[src/rtl/mem_preloader_pkg.sv]
// mem_preloader_pkg: shared state encoding, active-low strobe levels and width helpers
package mem_preloader_pkg;
  typedef enum logic [2:0] {S_IDLE, S_LOAD, S_RDBK, S_CMP, S_FINISH} state_t;
  localparam logic STB_ON  = 1'b0;
  localparam logic STB_OFF = 1'b1;
  function automatic int cnt_w(input int banks, input int depth);
    return $clog2(banks * depth) + 1;
  endfunction
  function automatic int idx_w(input int n);
    return n > 1 ? $clog2(n) : 1;
  endfunction
endpackage

[src/rtl/mem_preloader_addr_gen.sv]
// mem_preloader_addr_gen: maps the running word index onto (bank, address, last-word flag)
module mem_preloader_addr_gen import mem_preloader_pkg::*; #(
  parameter int ADDR_W     = 11,
  parameter int DEPTH      = 2048,
  parameter int NUM_BANKS  = 2,
  parameter int INTERLEAVE = 1,
  localparam int CW = cnt_w(NUM_BANKS, DEPTH),
  localparam int BW = idx_w(NUM_BANKS)
) (
  input  logic [CW-1:0]     i_k,
  output logic [BW-1:0]     o_bank,
  output logic [ADDR_W-1:0] o_addr,
  output logic              o_last
);
  always_comb begin
    o_bank = BW'(INTERLEAVE != 0 ? int'(i_k) % NUM_BANKS : int'(i_k) / DEPTH);
    o_addr = ADDR_W'(INTERLEAVE != 0 ? int'(i_k) / NUM_BANKS : int'(i_k) % DEPTH);
    o_last = int'(i_k) == NUM_BANKS * DEPTH - 1;
  end
endmodule

[src/rtl/mem_preloader.sv]
// mem_preloader: streams source words into NUM_BANKS SRAM banks through their active-low load ports.
// Define MEM_PRELOADER_VERIFY_EN to read back and compare every word (bank read data sampled in the compare cycle).
module mem_preloader import mem_preloader_pkg::*; #(
  parameter int DATA_W     = 32,
  parameter int ADDR_W     = 11,
  parameter int DEPTH      = 2048,
  parameter int NUM_BANKS  = 2,
  parameter int INTERLEAVE = 1,
  localparam int CW = cnt_w(NUM_BANKS, DEPTH),
  localparam int BW = idx_w(NUM_BANKS)
) (
  input  logic                        clk,
  input  logic                        rst_n,
  input  logic                        i_start,
  input  logic                        i_abort,
  input  logic                        i_in_valid,
  input  logic [DATA_W-1:0]           i_in_data,
  output logic                        o_in_ready,
  output logic                        o_loading,
  output logic [NUM_BANKS-1:0]        o_bank_cen,
  output logic [NUM_BANKS-1:0]        o_bank_wen,
  output logic [NUM_BANKS-1:0]        o_bank_oen,
  output logic [ADDR_W-1:0]           o_bank_addr,
  output logic [DATA_W-1:0]           o_bank_datain,
  input  logic [NUM_BANKS*DATA_W-1:0] i_bank_dataout,
  output logic [CW-1:0]               o_word_count,
  output logic                        o_done,
  output logic                        o_err
);
  state_t               r_state, w_next;
  logic                 r_last, w_last, w_start, w_xfer, w_rd_stb;
  logic [CW-1:0]        r_count;
  logic [BW-1:0]        r_bank, w_bank;
  logic [ADDR_W-1:0]    r_addr, w_addr;
  logic [DATA_W-1:0]    r_data;
  logic [NUM_BANKS-1:0] r_cen, r_wen, r_oen, w_wr_sel, w_rd_sel;

  mem_preloader_addr_gen #(
    .ADDR_W(ADDR_W), .DEPTH(DEPTH), .NUM_BANKS(NUM_BANKS), .INTERLEAVE(INTERLEAVE)
  ) u_addr_gen (
    .i_k(r_count), .o_bank(w_bank), .o_addr(w_addr), .o_last(w_last)
  );

`ifdef MEM_PRELOADER_VERIFY_EN
  localparam bit VERIFY = 1'b1;
  logic r_err;
  assign w_rd_stb = r_state == S_RDBK && !i_abort;
  assign o_err    = r_err;
  always_ff @(posedge clk or negedge rst_n)
    if (!rst_n) r_err <= 1'b0;
    else if (w_start) r_err <= 1'b0;
    else if (r_state == S_CMP && i_bank_dataout[r_bank*DATA_W +: DATA_W] != r_data) r_err <= 1'b1;
`else
  localparam bit VERIFY = 1'b0;
  logic w_unused;
  assign w_unused = ^i_bank_dataout;
  assign w_rd_stb = 1'b0;
  assign o_err    = 1'b0;
`endif

  always_comb begin
    w_start    = r_state == S_IDLE && i_start && !i_abort;
    o_in_ready = r_state == S_LOAD && !r_last && !i_abort;
    w_xfer     = o_in_ready && i_in_valid;
    o_loading  = r_state inside {S_LOAD, S_RDBK, S_CMP};
    o_done     = r_state == S_FINISH && !i_abort;
    w_next = i_abort              ? S_IDLE :
             r_state == S_IDLE    ? (i_start ? S_LOAD : S_IDLE) :
             r_state == S_LOAD    ? (r_last ? S_FINISH : (VERIFY && w_xfer) ? S_RDBK : S_LOAD) :
             r_state == S_RDBK    ? S_CMP :
             r_state == S_CMP     ? (r_last ? S_FINISH : S_LOAD) : S_IDLE;
    for (int i = 0; i < NUM_BANKS; i++) begin
      w_wr_sel[i] = w_bank == BW'(i) ? STB_ON : STB_OFF;
      w_rd_sel[i] = r_bank == BW'(i) ? STB_ON : STB_OFF;
    end
  end

  // strobes are rebuilt every cycle so each one lasts exactly one clock
  always_ff @(posedge clk or negedge rst_n)
    if (!rst_n) begin
      r_state <= S_IDLE;
      r_last  <= 1'b0;
      r_count <= '0;
      r_bank  <= '0;
      r_addr  <= '0;
      r_data  <= '0;
      r_cen   <= {NUM_BANKS{STB_OFF}};
      r_wen   <= {NUM_BANKS{STB_OFF}};
      r_oen   <= {NUM_BANKS{STB_OFF}};
    end else begin
      r_state <= w_next;
      r_cen   <= w_xfer ? w_wr_sel : w_rd_stb ? w_rd_sel : {NUM_BANKS{STB_OFF}};
      r_wen   <= w_xfer ? w_wr_sel : {NUM_BANKS{STB_OFF}};
      r_oen   <= w_rd_stb ? w_rd_sel : {NUM_BANKS{STB_OFF}};
      if (w_start) begin
        r_count <= '0;
        r_last  <= 1'b0;
      end else if (w_xfer) begin
        r_count <= r_count + CW'(1);
        r_last  <= w_last;
        r_bank  <= w_bank;
        r_addr  <= w_addr;
        r_data  <= i_in_data;
      end
    end

  assign o_bank_cen    = r_cen;
  assign o_bank_wen    = r_wen;
  assign o_bank_oen    = r_oen;
  assign o_bank_addr   = r_addr;
  assign o_bank_datain = r_data;
  assign o_word_count  = r_count;
endmodule

[config.mk]
export PLATFORM = sky130hd
export DESIGN_NAME = mem_preloader
export DESIGN_NICKNAME = d
export VERILOG_FILES = /design/src/rtl/mem_preloader_pkg.sv /design/src/rtl/mem_preloader_addr_gen.sv /design/src/rtl/mem_preloader.sv
export SDC_FILE = /design/constraint.sdc
export NUM_CORES = 1
export LEC_CHECK = 0
export ABC_CLOCK_PERIOD_IN_PS = 2300
export CORE_ASPECT_RATIO = 0.75
export CORE_UTILIZATION = 55
export CTS_CLUSTER_SIZE = 40
export DETAILED_ROUTE_END_ITERATION = 8
export DONT_BUFFER_PORTS = 1
export PLACE_DENSITY = 0.78
export SLEW_MARGIN = 30
export SYNTH_ARGS = -nofsm -noshare
export SYNTH_HDL_FRONTEND = slang
export SYNTH_HIERARCHICAL = 1
export SYNTH_SLANG_ARGS = --single-unit
[constraint.sdc]
create_clock -name clk -period 2.3 [get_ports clk]
set_clock_uncertainty 0.15 [all_clocks]
set_input_delay 0.575 -clock clk [delete_from_list [all_inputs] [get_ports clk]]
set_output_delay 0.575 -clock clk [all_outputs]
set_load 0.02 [all_outputs]
=== Word-level counts from Yosys, hierarchy flattened ===
Index checks and enable logic that the tools add are counted.

* Bits in read-only memories: 0
* Output and inout port bits: 66
* Logic and storage cells: 39
* Bits in latches: 0
* Memories: 0
* Input bits: 101
* RAM bits: 0
* Register bits after elaboration: 62

* Multiply operators: 0
* Order comparisons: 0
* Bitwise operators: 1
* Add/sub/neg operators: 1
* Reduce and logical (&&, ||, !) cells: 12
* Shifts and indexed selects: 0
* Div/mod/pow operators: 0
* Multiplexer cells: 14
* Equality and inequality tests: 5

{| class="wikitable"
|+ Operator list
! cell !! number
|-
| $mux 13 || 2
|-
| $mux 3 || 6
|-
| $add 13x1->13 const B || 1
|-
| $eq 13x13->1 const B || 1
|-
| $eq 3x2->1 const B || 2
|-
| $logic_and 1x1->1 || 6
|-
| $mux 1 || 5
|-
| $eq 3x1->1 const B || 1
|-
| $eq 3x3->1 const B || 1
|-
| $logic_not 3->1 || 1
|-
| $reduce_bool 3->1 || 1
|-
| $logic_not 1->1 || 2
|-
| $mux 2 || 1
|-
| $reduce_and 2->1 || 1
|-
| $reduce_bool 2->1 || 1
|-
| $not 1->1 || 1
|}

=== Depth between registers and ports, before layout ===
Gate-level depths: netlist of run 1.

* Depth in word-level cells: 6
* Depth in mapped cells: 7
* Gate-level depth less buffers: 5

=== By module ===
The synthesis of run 1 kept the hierarchy.

{| class="wikitable"
|+ By module, submodules not included
! module !! times used !! seq. area each (sq um) !! area an instance (sq um) !! cells each
|-
| mem_preloader || 1 || 1554.0 || 2633.8 || 187
|-
| mem_preloader_addr_gen || 1 || 0.0 || 126.4 || 17
|}

=== Least setup slack after synthesis of run 1 ===
No wires, ideal clock.

* Path type: in2out
* Start point: in i_abort
* End point: out o_in_ready
* Cell stages on the path: 2
* Slack: 109 ps
* Data arrival time: 1466 ps
* Path buffers: 0
* Required time: 1575 ps
* Path through: or3b_4 nor3_1

* Longest elaborated chain between the ends: 2

{| class="wikitable"
|+ Ends and longest elaborated chain
! element !! line !! text
|-
| start: declaration || mem_preloader.sv:15 || <nowiki>input logic i_abort,</nowiki>
|-
| $logic_not 1->1 || mem_preloader.sv:63 || <nowiki>o_in_ready = r_state == S_LOAD && !r_last && !i_abort;</nowiki>
|-
| $logic_and 1x1->1 || mem_preloader.sv:63 ||
|-
| end: declaration || mem_preloader.sv:18 || <nowiki>output logic o_in_ready,</nowiki>
|}

No other way between the ends.

=== Worst setup path after layout of run 1 ===
* Start point: reg r_state[0]
* End point: out o_in_ready

* Longest elaborated chain between the ends: 3

{| class="wikitable"
|+ Ends and longest elaborated chain
! element !! line !! text
|-
| start: declaration || mem_preloader.sv:30 || <nowiki>state_t r_state, w_next;</nowiki>
|-
| start signal: assignment || mem_preloader.sv:91 || <nowiki>r_state <= w_next;</nowiki>
|-
| $eq 3x1->1 || mem_preloader.sv:63 ||
|-
| $logic_and 1x1->1 (2 in a row) || mem_preloader.sv:63 ||
|}

No other way between the ends.

==> flow_summary.json, run 1 <==
{
  "startpoint_type": "flip-flop",
  "worstSetupEndpointType": "output pin",
  "globalRouteTotalUtil": 0.2031,
  "crit_type": "reg -> out",
  "place_hpwl_um": 3427,
  "syn-cell-area_um2": 2760,
  "die_w_um": 83.80,
  "max-slew-margin-rel": 0.6123,
  "cp.required_ns": 1.57,
  "wl_per_cell_um": 19.16,
  "max_freq_mhz": 446.0,
  "final_layout_size_suffix_gt1_frac": 0.3942,
  "nFillCells": 339,
  "hold_class": "in -> reg",
  "comb_power_share": 0.098,
  "die_area_um2": 5309,
  "syn_to_final_growth_pct": 7.208,
  "fp-row-count": 21,
  "final_cell_mix": "dfrtp_1 (58), mux2_2 (39), nor2_1 (13)",
  "status": "finished, violations left",
  "power_frac_clock": 0.334,
  "cts.sinks": 62,
  "hold_viol": 0,
  "final_common_cell": "dfrtp_1",
  "antenna_left": 0,
  "clockRootBuffer": "clkbuf_8",
  "ys_seq_area_frac": 0.5630,
  "antenna_found_initial": 0,
  "drt_iter0_drc": 131,
  "switching_share": 0.3042,
  "first_global_vias": 1613,
  "synth-seq-cells": 62,
  "grt_overflow": 0,
  "routed_wl_um": 5077,
  "clk_path_buf_depth": 2,
  "gp_congestion": 0.7909,
  "synth_edf_count": 0,
  "seqPwrFrac": 0.567,
  "finalCritPeriodShare": 0.9748,
  "post-route-min-period_ns": 2.242,
  "diodes": 0,
  "yosysWarnings": 6,
  "dr_total_vias": 1572,
  "core_um2": 4651,
  "p_switching_mw": 0.8538,
  "clk_latency_ns": 0.34,
  "cap_violations": 0,
  "start_util": 0.5935,
  "clk_pin_slew_worst_paths_ns": 0.07,
  "violations": "DRC",
  "path_max_fanout": 6,
  "cts_buffers": 9,
  "cts_tree": "built",
  "htree_num_levels": 3,
  "fin_nets": 305,
  "rrSetupSlack_ns": 0.29,
  "viasPerCell": 5.932,
  "internal-power_mw": 1.953,
  "worst_pin_slew_ns": 0.5669,
  "drc_errors": 10,
  "portBuffers": 0,
  "fin_util": 0.6363,
  "tns_ns": 0,
  "dr.pass1.iters": 9,
  "ys_dominant_reg_cell": "dfrtp_1",
  "final-max-slew-violation-count": 0,
  "power.leakage_nw": 1.308,
  "syn_avg_cell_area_um2": 13.53,
  "pwr_density_cell_nw_per_um2": 948.4,
  "die_h_um": 63.35,
  "syn_inst": 204,
  "grt_max_degree": 63,
  "grt_pass1_wl_um": 8031,
  "irDropWorstVdd_uv": 598.7,
  "async_flop_share": 1.000,
  "top_level_ports": 167,
  "synth.distinct_cells": 39,
  "cp.arrival_ns": 1.52,
  "setup-violations-final": 0
}
==> worst max-delay path, cell delays in order (launching register included) <==
cell and delay [ns]:
dfrtp_2 0.42, or3b_4 0.44, nor3_1 0.15, buf_4 0.17
==> registers in the layout (all words and copies together) (netlist names) <==
| signal | flops |
|---|---|
| o_bank_datain | 32 |
| o_bank_wen | 2 |
| o_bank_addr | 11 |
| o_word_count | 13 |
| r_state | 3 |
| r_last | 1 |
==> final cells by class <==
cell class / instances / area, um2 / area share
Clock buffer: 10 / 137.6 / 0.04651
Clock inverter: 6 / 61.31 / 0.02072
Multi-Input combinational cell: 118 / 1011 / 0.3416
Inverter: 1 / 3.754 / 0.001268
Tap cell: 57 / 71.32 / 0.02410
Timing Repair Buffer: 11 / 117.6 / 0.03975
Sequential cell: 62 / 1556 / 0.5260
==> worst paths after layout <==
| check | end | startpoint | cells past startpoint |
|---|---|---|---|
| min | r_state[1]$_DFF_PN0_ | i_abort | 1 |
| max reg2reg | o_word_count[12]$_DFFE_PN0P_ | o_word_count[1]$_DFFE_PN0P_ | 5 |
| max in group asynchronous | o_bank_wen[0]$_DFF_PN1_ | rst_n | 2 |
| min in group asynchronous | o_word_count[2]$_DFFE_PN0P_ | rst_n | 2 |
| min reg2reg | r_state[0]$_DFF_PN0_ | r_state[2]$_DFF_PN0_ | 1 |
| max | o_in_ready | r_state[0]$_DFF_PN0_ | 3 |
==> synth_stat cells (all sizes together) (2+ instances only) <==
cell,instances,area share
a21oi,3,0.0054
and2,2,0.0045
and3,3,0.0073
buf,23,0.070
conb,2,0.0027
dfrtp,60,0.54
dfstp,2,0.019
mux2,44,0.19
nand2,6,0.0082
nand2b,2,0.0045
nand3,3,0.0054
nand4,8,0.018
nor2,13,0.018
nor3,2,0.0036
nor4,3,0.017
nor4b,2,0.0063
o21ai,3,0.0054
or3,2,0.0045
xnor2,2,0.0063
xor2,5,0.016
==> layer usage <==
| layer | part of all wire | vias to the layer above | global-route usage |
|---|---|---|---|
| met2 | 0.51 | 83 | 0.3330 |
| met1 | 0.38 | 775 | 0.2254 |
| met4 | 0.022 | 0 | 0.09052 |
| met3 | 0.089 | 13 | 0.09830 |
| met5 | 0 | - | 0 |
| li1 | - | 701 | - |
==> timing repair <==
action	4_1_cts	5_1_grt
endpoints found under the hold margin	62	0
endpoints found under the setup margin	1	1
resized for setup	1	1
pin swaps	0	0
setup buffers	0	2
hold buffers	2	0
==> per-stage QoR <==
step / hold slack (ns) / power, mW / std cells / area (um2) / setup slack, ns
after CTS: 0.1436 / 2.836 / 263 / 2943 / 0.01652
final: 0.1608 / 2.806 / 265 / 2959 / 0.05790
after global placement: 0.1308 / 1.839 / 245 / 2705 / 0.2685
after global routing: 0.1471 / 2.938 / 265 / 2959 / -0.01646
after detailed placement: 0.1307 / 1.865 / 245 / 2705 / 0.2600
after floorplan: 0.1294 / 1.803 / 205 / 2764 / 0.1089
==> power by group through the flow <==
stage / clock, mW / combinational [mW] / sequential (mW)
after floorplan: 0 / 0.227 / 1.58
after CTS: 0.960 / 0.280 / 1.60
after global placement: 0 / 0.234 / 1.61
final: 0.937 / 0.276 / 1.59
after detailed placement: 0 / 0.253 / 1.61
after global routing: 1.02 / 0.302 / 1.61
==> cell families (layout without fill, tap and decap cells) <==
group	after synthesis	in the layout	synth area share
AO/OA/AOI/OAI	9	9	0.01994
flip-flops	62	62	0.5630
adder cells (fa/ha/maj)	1	1	0.004532
multiplexers	45	45	0.1899
other	2	3	0.002721
XOR/XNOR	7	7	0.02221
AND/OR/NAND/NOR	53	53	0.1251
buffers and inverters	25	28	0.07253
Note: power is estimated with default switching activity, not from simulation.
==> run 2: changes to the inputs <==
CELL_PAD_IN_SITES_DETAIL_PLACEMENT = 1   (was not set)
CELL_PAD_IN_SITES_GLOBAL_PLACEMENT = 1   (was not set)
CORE_UTILIZATION = 46   (was 55)
PLACE_DENSITY = 0.85   (was 0.78)
==> run 2 against run 1 <==
The flow now finishes without violations. Sequential power hardly changed. Utilization is 12 points lower. Combinational power is 5% higher. Die area increased by 19%. Clock power is 2.6% lower. Critical path depth stayed put. Sequential share of layout area decreased by 0.70 points. Routed wire length is 5.8% higher. First-iteration DRC count down 40%. Non-clock buffer count is 3 higher. Hold slack worse by 0.0034 ns. Sequential cell count unchanged. Largest cell class unchanged. Highest routed layer unchanged.
==> flow_summary.json, run 2 (synthesis results as in run 1) <==
{
  "status": "complete, no violations",
  "viasPerCell": 5.557,
  "wl_per_cell_um": 18.58,
  "hold_class": "in -> reg",
  "grt_overflow": 0,
  "portBuffers": 0,
  "cts_tree": "built",
  "crit_type": "reg -> out",
  "setup-violations-final": 0,
  "drt_iter0_drc": 79,
  "cap_violations": 0,
  "grt_pass1_wl_um": 8631,
  "max-slew-margin-rel": 0.6727,
  "routed_wl_um": 5371,
  "clk_path_buf_depth": 2,
  "post_dp_cell_area_um2": 2754,
  "pwr_density_cell_nw_per_um2": 928.8,
  "worst_slack_ns": 0.06076,
  "start_util": 0.4763,
  "worst_pin_slew_ns": 0.4786,
  "power.leakage_nw": 1.310,
  "fp-row-count": 24,
  "final_cell_mix": "dfrtp_1 (58), mux2_2 (39), nor2_1 (13)",
  "drc_errors": 0,
  "startpoint_type": "flip-flop",
  "clockRootBuffer": "clkbuf_8",
  "first_global_vias": 1716,
  "nFillCells": 571,
  "clk_pin_slew_worst_paths_ns": 0.06,
  "cts_buffers": 9,
  "cts.sinks": 62,
  "final-max-slew-violation-count": 0,
  "final_common_cell": "dfrtp_1",
  "cp.required_ns": 1.57,
  "fin_nets": 308,
  "htree_num_levels": 3,
  "clk_latency_ns": 0.33,
  "tns_ns": 0,
  "antenna_found_initial": 0,
  "final_area_um2": 2999,
  "grt_max_degree": 63,
  "hold_viol": 0,
  "dr_total_vias": 1606,
  "largest_reg_flops": 32,
  "post-route-min-period_ns": 2.239,
  "path_max_fanout": 6,
  "place_hpwl_um": 3610,
  "cp.arrival_ns": 1.51,
  "final_layout_size_suffix_gt1_frac": 0.3981,
  "worstSetupEndpointType": "output pin",
  "die_area_um2": 6317,
  "dr.pass1.iters": 4,
  "syn_to_final_growth_pct": 8.658,
  "finalCritPeriodShare": 0.9736,
  "globalRouteTotalUtil": 0.1831,
  "max_freq_mhz": 446.6,
  "gp_congestion": 0.7997,
  "top_level_ports": 167,
  "pre_cts_ws_ns": 0.2467,
  "die_h_um": 69.09,
  "antenna_left": 0,
  "diodes": 0,
  "irDropWorstVdd_uv": 514.4,
  "core_um2": 5796,
  "die_w_um": 91.45
}
==> run 2: stage by stage <==
step | hold slack, ns | cells | util | total power, mW
5_1_grt | 0.1406 | 289 | 0.5175 | 2.914
4_1_cts | 0.1377 | 287 | 0.5149 | 2.832
6_report | 0.1574 | 289 | 0.5175 | 2.786
2_1_floorplan | 0.1294 | 205 | - | 1.803
3_5_place_dp | 0.1305 | 269 | 0.4752 | 1.869
3_3_place_gp | 0.1306 | 269 | 0.4752 | 1.846
==> run 2: layout make-up <==
cell class,instances,area (um2),share of cell area
Timing Repair Buffer,14,140.1,0.04672
Tap cell,78,97.59,0.03254
Sequential cell,62,1556,0.5190
Multi-Input combinational cell,118,1011,0.3371
Inverter,1,3.754,0.001252
Clock inverter,6,62.56,0.02086
Clock buffer,10,127.6,0.04255
==> run 2: report_power, final <==
group	total, mW	internal [mW]	switching, mW
clock network	0.913	0.496	0.417
logic	0.289	0.172	0.117
registers	1.58	1.26	0.325
total	2.79	1.93	0.858
==> run 2: timing repair <==
action,in CTS,in global routing
setup endpoints to repair,1,1
buffers inserted,0,2
pin swaps,0,1
hold buffers,2,0
gates resized for setup,2,0
hold endpoints to repair,62,0
==> run 2: routing by layer <==
metal	track usage	up-vias	routed length, um	share of wire
met3	0.09161	7	511	0.095
met2	0.2732	82	2547	0.47
met1	0.2247	812	2241	0.42
met5	0	-	0	0
li1	-	705	-	-
met4	0.07760	0	72	0.013
==> run 2: final timing paths <==
| check | to | slack [ns] | cells past startpoint | from |
|---|---|---|---|---|
| setup reg to reg | o_word_count[12]$_DFFE_PN0P_ | 0.34 | 5 | r_state[2]$_DFF_PN0_ |
| setup / recovery | o_in_ready | 0.06 | 3 | r_state[2]$_DFF_PN0_ |
| hold / removal | r_state[1]$_DFF_PN0_ | 0.16 | 1 | i_abort |
| max in group asynchronous | o_bank_wen[0]$_DFF_PN1_ | 1.07 | 2 | rst_n |
| min in group asynchronous | o_word_count[11]$_DFFE_PN0P_ | 0.61 | 2 | rst_n |
| hold reg to reg | r_state[1]$_DFF_PN0_ | 0.37 | 1 | r_state[0]$_DFF_PN0_ |
==> run 2: worst max-delay path, cell delays in order, from the launching register on <==
cell     delay (ns)
dfrtp_2        0.44
or3b_4         0.42
nor3_1         0.16
buf_4          0.17
==> run 3: changes to the inputs <==
CORE_MARGIN = 2   (was not set)
==> run 3 against run 2 <==
Critical path depth stayed put. Register-to-register slack got worse by 0.02 ns. Power increased by 2.9%. Sequential power is essentially flat. Combinational power barely moved. Cell count unchanged. Count of clock-buffer cells in the layout stayed put. Sequential cell count is the same. Utilization up 0.28 points. Non-clock buffer count unchanged. Hold slack lost 0.011 ns. Via count grew 2.5%. Highest routed layer unchanged.
==> flow_summary.json, run 3 (synthesis results as in run 1) <==
{
  "worstSetupEndpointType": "output pin",
  "dp_cells": 269,
  "multi_input_area_um2": 1011,
  "dr.pass1.iters": 4,
  "seq_area_um2": 1556,
  "portBuffers": 0,
  "power.leakage_nw": 1.325,
  "final_area_um2": 3015,
  "final_layout_size_suffix_gt1_frac": 0.4028,
  "cap_violations": 0,
  "crit_type": "reg -> out",
  "gp_congestion": 0.7853,
  "hold_class": "in -> reg",
  "fin_util": 0.5203,
  "drt_iter0_drc": 58,
  "viasPerCell": 5.696,
  "status": "complete, no violations",
  "setup-violations-final": 0,
  "cts_tree": "built",
  "routed_wl_um": 5692,
  "rsz0062_at_grt": "no",
  "wl_per_cell_um": 19.70,
  "die_area_um2": 6643,
  "start_util": 0.4763,
  "post_dp_cell_area_um2": 2754,
  "top_level_ports": 167,
  "globalRouteTotalUtil": 0.1851,
  "max_freq_mhz": 450.6,
  "final_cell_mix": "dfrtp_1 (58), mux2_2 (39), nor2_1 (13)",
  "place_hpwl_um": 3772,
  "first_global_vias": 1819,
  "clockRootBuffer": "clkbuf_8",
  "layout.cells.non_filler": 289,
  "pwr_density_cell_nw_per_um2": 950.4,
  "irDropWorstVdd_uv": 543.7,
  "cts.sinks": 62,
  "worst_pin_slew_ns": 0.4796,
  "tns_ns": 0,
  "post-route-min-period_ns": 2.219,
  "grt_pass1_wl_um": 9128,
  "grt_overflow": 0,
  "core_um2": 5796,
  "finalCritPeriodShare": 0.9649,
  "final_common_cell": "dfrtp_1",
  "nFillCells": 590,
  "startpoint_type": "flip-flop",
  "fp-row-count": 24,
  "cp.arrival_ns": 1.49,
  "grt_max_degree": 63,
  "antenna_left": 0,
  "largest_reg_flops": 32,
  "final-max-slew-violation-count": 0,
  "clk_latency_ns": 0.34,
  "drc_errors": 0,
  "htree_num_levels": 3,
  "dr_total_vias": 1646,
  "syn_to_final_growth_pct": 9.247,
  "cp.required_ns": 1.57,
  "diodes": 0,
  "fin_nets": 308,
  "die_h_um": 71.09,
  "die_w_um": 93.45,
  "clk_path_buf_depth": 2,
  "antenna_found_initial": 0,
  "total_power_mw": 2.866,
  "hold_viol": 0,
  "clk_pin_slew_worst_paths_ns": 0.07,
  "path_max_fanout": 4,
  "max-slew-margin-rel": 0.6720,
  "cts_buffers": 9
}
## run 3: worst paths after layout
kind | cells after the start | to | start | slack (ns)
worst min register to register | 2 | r_state[1]$_DFF_PN0_ | r_state[0]$_DFF_PN0_ | 0.43
max in group asynchronous | 2 | o_bank_wen[0]$_DFF_PN1_ | rst_n | 1.08
worst max-delay path | 3 | o_in_ready | r_state[2]$_DFF_PN0_ | 0.08
worst min-delay path | 1 | r_state[1]$_DFF_PN0_ | i_abort | 0.15
worst max register to register | 4 | o_word_count[11]$_DFFE_PN0P_ | o_word_count[2]$_DFFE_PN0P_ | 0.32
min in group asynchronous | 2 | o_word_count[2]$_DFFE_PN0P_ | rst_n | 0.62
## run 3: power breakdown
part	internal, mW	total, mW	switching, mW	leakage (nW)
Clock	0.537	0.992	0.455	0.103
Combinational	0.172	0.288	0.116	0.434
Sequential	1.26	1.58	0.327	0.788
Total	1.97	2.87	0.898	1.33
## run 3: metrics by stage
step	setup WS (ns)	hold slack, ns
after global routing	0.02493	0.1461
final	0.08081	0.1468
after detailed placement	0.2454	0.1306
after global placement	0.2533	0.1306
after floorplan	0.1089	0.1294
after CTS	0.02308	0.1324
## run 3: worst max-delay path, stage by stage, from the launching register on
cell and delay, ns:
dfrtp_2 0.41, or3b_4 0.42, nor3_1 0.15, buf_4 0.17
## run 3: layout make-up
cell class | count | area share
clock buffer | 10 | 0.04564
sequential | 62 | 0.5162
clock inverter | 6 | 0.02282
timing repair buffer | 14 | 0.04647
tap | 78 | 0.03237
inverter | 1 | 0.001245
multi-input combinational | 118 | 0.3353
## run 3: metal layers
metal | share of wire | up-vias | wire [um] | track usage
met4 | 0.019 | 0 | 107 | 0.08660
met1 | 0.40 | 836 | 2253 | 0.2102
met3 | 0.11 | 13 | 632 | 0.08413
met2 | 0.47 | 87 | 2699 | 0.2998
met5 | 0 | - | 0 | 0
li1 | - | 710 | - | -
## run 3: repair_timing
item / CTS / global route
gates resized for setup: 2 / 0
buffers inserted: 1 / 1
setup endpoints to repair: 1 / 1
cloned: 0 / 0
hold buffers: 2 / 0
endpoints found under the hold margin: 62 / 0
